`src/rtl/conv_output_collector.sv`:
```
// conv_output_collector
// Receive-side companion to the 2.5D convolution layer. Re-aligns the pixel
// valid with the layer's sum output, tracks raster position to drop sums from
// windows that are not fully inside the image, and requantizes each surviving
// 32-bit sum to a signed 8-bit pixel (round, saturate, optional ReLU).

module conv_output_collector #(
  parameter int NUM_TREES    = 2,
  parameter int IMG_WIDTH    = 4,
  parameter int IMG_HEIGHT   = 4,
  parameter int KERNEL_SIZE  = 3,
  parameter int PIPE_LATENCY = 5,
  parameter int SHIFT        = 8,
  parameter int RELU         = 0
) (
  input  logic                     clock,
  input  logic                     reset,
  input  logic                     pixel_valid_in,
  input  logic [32*NUM_TREES-1:0]  conv_vector_in,
  output logic [8*NUM_TREES-1:0]   pixel_vector_out,
  output logic                     pixel_valid_out,
  output logic                     frame_done
);

  localparam int CW = (IMG_WIDTH  > 1) ? $clog2(IMG_WIDTH)  : 1;
  localparam int RW = (IMG_HEIGHT > 1) ? $clog2(IMG_HEIGHT) : 1;

  localparam logic [CW-1:0] COL_LAST  = CW'(IMG_WIDTH - 1);
  localparam logic [RW-1:0] ROW_LAST  = RW'(IMG_HEIGHT - 1);
  localparam logic [CW-1:0] COL_FIRST = CW'(KERNEL_SIZE - 1);
  localparam logic [RW-1:0] ROW_FIRST = RW'(KERNEL_SIZE - 1);

  // Rounding constant 2^(SHIFT-1) in the widened 33-bit domain.
  localparam logic signed [32:0] ROUND = 33'sd1 <<< (SHIFT - 1);

  typedef enum logic [1:0] {
    ST_IDLE   = 2'd0,
    ST_FILL   = 2'd1,
    ST_STREAM = 2'd2
  } state_t;

  // Clamp a shifted sum to signed 8 bits; ReLU (when enabled) zeroes negatives.
  function automatic logic [7:0] sat8(input logic signed [32:0] v);
    logic [7:0] res;
    if ((RELU != 0) && (v < 33'sd0)) begin
      res = 8'h00;
    end else if (v > 33'sd127) begin
      res = 8'h7F;
    end else if (v < -33'sd128) begin
      res = 8'h80;
    end else begin
      res = v[7:0];
    end
    return res;
  endfunction

  logic [PIPE_LATENCY-1:0]  r_vdly;
  logic [CW-1:0]            r_col;
  logic [RW-1:0]            r_row;
  state_t                   r_state;
  logic                     r_s1_valid;
  logic                     r_s1_last;
  logic signed [32:0]       r_s1_data [NUM_TREES];

  logic                     w_sample_valid;
  logic                     w_keep;
  logic                     w_at_end;
  logic                     w_last;
  logic signed [32:0]       w_s1_next [NUM_TREES];
  logic [8*NUM_TREES-1:0]   w_s2_next;

  assign w_sample_valid = r_vdly[PIPE_LATENCY-1];
  assign w_keep   = w_sample_valid && (r_col >= COL_FIRST) && (r_row >= ROW_FIRST);
  assign w_at_end = (r_col == COL_LAST) && (r_row == ROW_LAST);
  assign w_last   = w_keep && w_at_end;

  // Delay pixel_valid_in by the convolution latency so it lines up with its sum.
  always_ff @(posedge clock or posedge reset) begin
    if (reset) begin
      r_vdly <= '0;
    end else begin
      r_vdly[0] <= pixel_valid_in;
      for (int i = 1; i < PIPE_LATENCY; i++) begin
        r_vdly[i] <= r_vdly[i-1];
      end
    end
  end

  // Raster position of the sample currently on conv_vector_in; frozen on gaps.
  always_ff @(posedge clock or posedge reset) begin
    if (reset) begin
      r_col <= '0;
      r_row <= '0;
    end else if (w_sample_valid) begin
      if (r_col == COL_LAST) begin
        r_col <= '0;
        if (r_row == ROW_LAST) begin
          r_row <= '0;
        end else begin
          r_row <= r_row + RW'(1);
        end
      end else begin
        r_col <= r_col + CW'(1);
      end
    end
  end

  // Controller: records the class of the last accepted sample; returns to IDLE
  // once a frame has ended and no new sample follows.
  always_ff @(posedge clock or posedge reset) begin
    if (reset) begin
      r_state <= ST_IDLE;
    end else begin
      case (r_state)
        ST_IDLE: begin
          if (w_sample_valid) begin
            r_state <= w_keep ? ST_STREAM : ST_FILL;
          end
        end
        ST_FILL, ST_STREAM: begin
          if (w_sample_valid) begin
            r_state <= w_keep ? ST_STREAM : ST_FILL;
          end else if ((r_col == '0) && (r_row == '0)) begin
            r_state <= ST_IDLE;
          end
        end
        default: r_state <= ST_IDLE;
      endcase
    end
  end

  // Stage-1 arithmetic: round and arithmetic-shift each lane in 33 bits.
  always_comb begin
    for (int i = 0; i < NUM_TREES; i++) begin
      w_s1_next[i] = ($signed({conv_vector_in[32*i+31], conv_vector_in[32*i +: 32]}) + ROUND) >>> SHIFT;
    end
  end

  // Stage-2 arithmetic: saturate each lane to signed 8 bits.
  always_comb begin
    w_s2_next = '0;
    for (int i = 0; i < NUM_TREES; i++) begin
      w_s2_next[8*i +: 8] = sat8(r_s1_data[i]);
    end
  end

  // Stage-1 register: shifted sums with their keep and last flags.
  always_ff @(posedge clock or posedge reset) begin
    if (reset) begin
      r_s1_valid <= 1'b0;
      r_s1_last  <= 1'b0;
      for (int i = 0; i < NUM_TREES; i++) begin
        r_s1_data[i] <= '0;
      end
    end else begin
      r_s1_valid <= w_keep;
      r_s1_last  <= w_last;
      if (w_keep) begin
        for (int i = 0; i < NUM_TREES; i++) begin
          r_s1_data[i] <= w_s1_next[i];
        end
      end
    end
  end

  // Stage-2 register: saturated pixel vector, its valid, and the frame-end pulse.
  always_ff @(posedge clock or posedge reset) begin
    if (reset) begin
      pixel_vector_out <= '0;
      pixel_valid_out  <= 1'b0;
      frame_done       <= 1'b0;
    end else begin
      if (r_s1_valid) begin
        pixel_vector_out <= w_s2_next;
      end
      pixel_valid_out <= r_s1_valid;
      frame_done      <= r_s1_valid && r_s1_last;
    end
  end

endmodule
```
`config.mk`:
```
export PLATFORM = sky130hd
export DESIGN_NAME = conv_output_collector
export DESIGN_NICKNAME = d
export VERILOG_FILES = /design/src/rtl/conv_output_collector.sv
export SDC_FILE = /design/constraint.sdc
export NUM_CORES = 1
export LEC_CHECK = 0
export ABC_AREA = 1
export CORE_MARGIN = 3
export CORE_UTILIZATION = 34
export DETAILED_ROUTE_END_ITERATION = 7
export GPL_ROUTABILITY_DRIVEN = 0
export PLACE_DENSITY = 0.55
export SLEW_MARGIN = 20
export SYNTH_ARGS = -nofsm -noshare
export SYNTH_HDL_FRONTEND = slang
export SYNTH_SLANG_ARGS = --single-unit
```
`constraint.sdc`:
```
create_clock -name clock -period 4.8 [get_ports clock]
set_clock_uncertainty 0.2 [all_clocks]
set_input_delay 0.96 -clock clock [delete_from_list [all_inputs] [get_ports clock]]
set_output_delay 0.96 -clock clock [all_outputs]
set_load 0.05 [all_outputs]
```
==> flow_summary.yaml, run 1 <==
sta:
  grt_setup_unrepaired: "false"
  fin_crit_sh_pct: 57.0
  worst_pin_slew_ns: 0.733
  setup_violations: 0
  relSlewSlack_pct: 51.1
  fin_crit_ns: 2.74
  fmax_ghz: 0.365
  tns_ns: 0
  drv_slew: 0
  hold_violations: 0
cts:
  path_clk_slew_ns: 0.06
  clk_path_buf_depth: 2
  cts_max_level: 3
  cts_resized: 0
  cts-root-buf: "clkbuf_16"
  cts-buffers-inserted: 9
  cts_tree: "done"
  clk_latency_ns: 0.33
  postCtsHoldBufs: 0
  postCtsSetupRepairBufs: 0
  clock_sinks: 79
cells_and_area:
  antennaDiodeCount: 0
  nNetsFinal: 780
  n_fill_cell: 1367
  syn_to_final_growth_pct: 27.6
  drive_above_1_share_pct: 4.64
  multi_input_area_mm2: 0.00224
  ff_latch_area_mm2: 0.00198
pwr:
  power_mw: 2.97
  ir_worst_vdd_mv: 0.198
  power_density_mw_per_mm2: 524
  power_leakage_nw: 2.60
die:
  die_y_um: 120
  rows: 41
  boundaryPins: 85
  fp.dieW_um: 120
  core_area_mm2: 0.0127
  fp.dieArea_mm2: 0.0145
  start_util_pct: 35.0
route:
  ant_nets: 0
  wl_per_cell_um: 12.3
  vias: 4080
  drc: 0
  vias_per_cell: 4.62
  drt_first_pass_iters: 4
  drt_iter0_drc: 283
  wl_um: 10800
worst_setup_path:
  arrival_ns: 2.75
  timing.rr.start: "r_col[0]$_DFFE_PP0P_"
  required_ns: 4.81
  critical_path_class: "in -> reg"
  start_kind: "input port"
  crit_start: "conv_vector_in[39]"
  worstSetupEndpointType: "flip-flop"
  critical_path.max_fanout: 4
outcome:
  status: "finished clean"
logic_synthesis:
  yosysWarningCount: 0
  async_flop_share_pct: 100
  ys_seq_elements: 79
  synth_nets: 709
  synth_edf_count: 0
  syn_area_mm2: 0.00445
  syn_avg_cell_area_um2: 6.99
  synth.area.top_cells: "dfrtp_1, nand2_1, nor2_1, inv_1, nand3_1"
  synth_top_flop_cell: "dfrtp_1"
  synth_cell_types: 31
  netlist.area_leader.share_pct: 44.5
  seq_area_frac_synth_pct: 44.5
  yosysTopAreaCell: "dfrtp_1"
  synthCells: 636
place:
  numPortBuffers: 70
  dpl.hpwl_um: 8340
hold_path:
  hold_path_class: "reg -> reg"
  hp-start: "r_vdly[0]$_DFF_PP0_"
global_route:
  grt_antenna_before_repair: 0
  grt_pass1_wl_um: 18500
  grt_pass1_vias: 3912
  grt_start_max_net_pins: 80
  grt_usage_pct: 15.7
  overflow: 0
run:
  maxCapViolCount: 0
-- placed cells by master (no fill, tap or decap), drive strengths merged, types with 10 or more instances in the layout --
master,n
dfrtp,79
clkbuf,10
o21ai,38
nand2,253
clkdlybuf4s50,70
inv,50
a21oi,15
xnor2,10
nand3,35
nor2,102
-- synthesized netlist by cell type (2+ instances only) --
library cell,instances
a21oi_1,14
nor2_1,98
o21ai_0,34
or2_2,4
dfrtp_1,79
ha_1,6
nand3b_1,8
a31oi_1,2
nand2_1,251
nor2_4,2
xor2_1,6
nand3_1,34
xnor2_1,10
clkbuf_1,3
inv_1,49
nand4_1,3
nor3_1,6
o21ai_1,3
o22ai_1,2
nand2_2,2
nor2_2,2
buf_2,9
-- report_power, final --
group          total, mW  internal (mW)  leakage (nW)  switching, mW
logic               1.06          0.386          1.49          0.677
clock network      0.762          0.507         0.163          0.256
registers           1.15          0.959         0.955          0.187
-- worst paths after layout --
kind / end / slack (ns) / cells after the start
setup / recovery: r_s1_data[9]$_DFFE_PP0P_ / 2.06 / 9
hold / removal: r_vdly[1]$_DFF_PP0_ / 0.15 / 0
setup reg to reg: r_s1_data[23]$_DFFE_PP0P_ / 2.62 / 9
hold reg to reg: r_vdly[1]$_DFF_PP0_ / 0.15 / 0
max in group asynchronous: r_s1_data[14]$_DFFE_PP0P_ / 2.97 / 3
min in group asynchronous: pixel_vector_out[4]$_DFFE_PP0P_ / 0.95 / 3
-- stage by stage --
step / hold WS [ns] / area (um2) / worst slack (ns) / std cells / utilization [%]
CTS: 0.153 / 5670 / 2.08 / 883 / 44.6
detailed placement: 0.139 / 5330 / 1.74 / 868 / 41.9
floorplan: 0.131 / 4450 / 1.62 / 636 / -
global placement: 0.141 / 5330 / 1.76 / 868 / 41.9
global route: 0.157 / 5670 / 1.87 / 883 / 44.6
finish: 0.150 / 5670 / 2.06 / 883 / 44.6
-- final cells by class --
cell class                 instances  share of cell area (%)
tap                              172                    3.79
timing repair buffer              72                    12.7
clock buffer                      10                    4.04
clock inverter                     5                    1.90
multi-input combinational        495                    39.4
inverter                          50                    3.31
sequential                        79                    34.8
-- worst max-delay path, stage by stage --
cell,delay (ns)
clkdlybuf4s50_1,0.59
ha_1,0.27
nand2_1,0.09
nor2_1,0.24
nand2_1,0.16
o21ai_0,0.17
inv_1,0.05
o21ai_0,0.15
nand2_1,0.07
-- kinds of logic after synthesis --
kind of cell	Yosys count	share of synthesized area, %
AO/OA/AOI/OAI	59	7.03
XOR/XNOR	16	3.15
adder cells (fa/ha/maj)	6	1.69
buffers and inverters	62	5.49
flip-flops	79	44.5
AND/OR/NAND/NOR	414	38.2
-- per-layer routing --
metal	global-route usage, %	routed length [um]	up-vias	part of all wire, %
met1	21.7	5130	1843	47
met4	5.17	200	0	1.8
met5	0	0	-	0
met2	25.0	5000	79	46
li1	-	-	2145	-
met3	2.76	506	13	4.7
-- flip-flops by register name (all words and copies together) (netlist names) --
signal and count:
r_s1_last 1, pixel_vector_out 16, r_s1_data 50, r_col 2
pixel_valid_out 1, r_row 2, r_s1_valid 1, r_vdly 5
frame_done 1
No activity file was read; power rests on OpenSTA's default activity.
==> run 2: changes to the inputs <==
--- a/config.mk
+++ b/config.mk
@@ -10,7 +10,7 @@
 export CORE_UTILIZATION = 34
 export DETAILED_ROUTE_END_ITERATION = 7
 export GPL_ROUTABILITY_DRIVEN = 0
-export PLACE_DENSITY = 0.55
+export PLACE_DENSITY = 0.57
 export SLEW_MARGIN = 20
 export SYNTH_ARGS = -nofsm -noshare
 export SYNTH_HDL_FRONTEND = slang
==> constraint.sdc (replaced) <==
create_clock -name clock -period 2.3 [get_ports clock]
set_clock_uncertainty 0.2 [all_clocks]
set_input_delay 0.46 -clock clock [delete_from_list [all_inputs] [get_ports clock]]
set_output_delay 0.46 -clock clock [all_outputs]
set_load 0.05 [all_outputs]
==> run 2 against run 1 <==
Against the previous run: routed wire length rose by 1.8%; first-iteration DRC count fell by 15%; critical path depth fell by 8; sequential share of layout area fell by 1.2 points; clock-buffer cell count did not move; largest cell class unchanged; combinational power rose by 120%; via count rose by 1.6%; clock power rose by 110%; cell count rose by 2.4%; worst hold slack improved by 0.0046 ns.
==> flow_summary.yaml, run 2 (synthesized netlist as in run 1, its figures left out) <==
sta:
  hold_violations: 0
  layout_setup_ws_ns: 0.129
  fin_crit_ns: 2.17
  timing.hold.ws_ns: 0.155
  relSlewSlack_pct: 63.3
  fin_crit_sh_pct: 94.4
  drv_slew: 0
  grt_setup_unrepaired: "false"
  worst_pin_slew_ns: 0.547
  setup_violations: 0
  fmax_ghz: 0.461
hold_path:
  hold_path_class: "reg -> reg"
cells_and_area:
  reg.largest.list: "r_s1_data x50, pixel_vector_out x16, r_vdly x5"
  n_fill_cell: 1318
  regMostFlops: "r_s1_data"
  antennaDiodeCount: 0
  layoutNonFillerInstCount: 904
  nNetsFinal: 801
  mostFrequentLayoutCells: "nand2_1, nor2_1, dfrtp_1"
  drive_above_1_share_pct: 7.51
  final_common_cell: "nand2_1"
  largest_register_ffs: 50
  syn_to_final_growth_pct: 32.0
  fin_util_pct: 46.1
run:
  maxCapViolCount: 0
pwr:
  clockPowerShare_pct: 25.6
  intPower_mw: 3.92
  p_comb_share_pct: 36.5
  power_density_mw_per_mm2: 1070
  power_frac_seq_pct: 38.0
  p_sw_mw: 2.36
  swShare_pct: 37.6
  power_leakage_nw: 2.72
  ir_worst_vdd_mv: 0.426
place:
  numPortBuffers: 70
  place_ws_ns: -0.0812
  dpl.hpwl_um: 8470
  dp.cells: 889
worst_setup_path:
  slowest_stage: "clkdlybuf4s50_1"
  crit_family: "buffers and inverters"
  required_ns: 1.64
  critical_path.max_fanout: 2
  critical_path_class: "reg -> out"
  worstSetupEndpointType: "primary output"
  max_stage_delay_ns: 0.81
  start_kind: "flip-flop"
  arrival_ns: 1.51
  path_buf_inv: 1
  crit_chain: "clkdlybuf4s50_1"
cts:
  cts-root-buf: "clkbuf_16"
  clk_latency_ns: 0.33
  cts_tree: "done"
  cts-buffers-inserted: 9
  path_clk_slew_ns: 0.06
  clock_sinks: 79
  clk_path_buf_depth: 2
  cts_max_level: 3
  postCtsHoldBufs: 0
global_route:
  grt_pass1_wl_um: 19100
  grt_usage_pct: 16.2
  grt_antenna_before_repair: 0
  grt_pass1_vias: 4012
  grt_start_max_net_pins: 80
  overflow: 0
die:
  fp.dieW_um: 120
  fp.dieArea_mm2: 0.0145
  core_area_mm2: 0.0127
  boundaryPins: 85
  die_y_um: 120
  start_util_pct: 35.0
  rows: 41
route:
  wl_um: 11000
  vias_per_cell: 4.59
  ant_nets: 0
  vias: 4146
  drt_first_pass_iters: 5
  wl_per_cell_um: 12.2
  drt_iter0_drc: 241
  drc: 0
outcome:
  status: "finished clean"
==> run 2: power groups by stage <==
stage,clock (mW),sequential [mW],combinational (mW)
4_1_cts,1.64,2.39,2.33
3_3_place_gp,0,2.39,2.27
3_5_place_dp,0,2.40,2.31
5_1_grt,1.70,2.48,2.63
6_report,1.61,2.38,2.29
2_1_floorplan,0,2.75,1.17
==> run 2: through the flow <==
step / total power, mW / cell area, um2 / setup TNS [ns]
after detailed placement: 4.72 / 5530 / -0.255
after global placement: 4.66 / 5530 / -0.0310
after floorplan: 3.92 / 4450 / 0
after CTS: 6.36 / 5870 / 0
after global routing: 6.81 / 5870 / 0
final: 6.28 / 5870 / 0
==> run 2: what timing repair did <==
action / CTS / global route
resized for setup: 0 / 1
buffers inserted: 0 / 0
setup endpoints to repair: 0 / 1
==> run 2: final cells by class <==
class                           instances  area, um2  share of cell area, %
Tap cell                              172        215                   3.67
Clock buffer                           10        229                   3.90
Timing Repair Buffer                   93        911                   15.5
Sequential cell                        79       1980                   33.7
Inverter                               50        191                   3.26
Multi-Input combinational cell        495       2240                   38.2
Clock inverter                          5        106                   1.81
==> run 2: final timing paths <==
path / startpoint / to / slack, ns / depth (start not counted)
max in group asynchronous: reset / r_s1_data[8]$_DFFE_PP0P_ / 1.18 / 3
worst max register to register: r_col[0]$_DFFE_PP0P_ / r_s1_data[23]$_DFFE_PP0P_ / 0.38 / 10
worst min register to register: r_vdly[2]$_DFF_PP0_ / r_vdly[3]$_DFF_PP0_ / 0.15 / 0
min in group asynchronous: reset / pixel_vector_out[15]$_DFFE_PP0P_ / 0.40 / 3
worst max-delay path: pixel_vector_out[12]$_DFFE_PP0P_ / pixel_vector_out[12] / 0.13 / 1
worst min-delay path: r_vdly[2]$_DFF_PP0_ / r_vdly[3]$_DFF_PP0_ / 0.15 / 0
==> run 2: layer usage <==
layer / GRT usage, % / wire (um) / part of all wire (%)
met1: 22.4 / 5230 / 47
met4: 5.52 / 217 / 2.0
met5: 0 / 0 / 0
met2: 25.4 / 5100 / 46
met3: 3.13 / 482 / 4.4
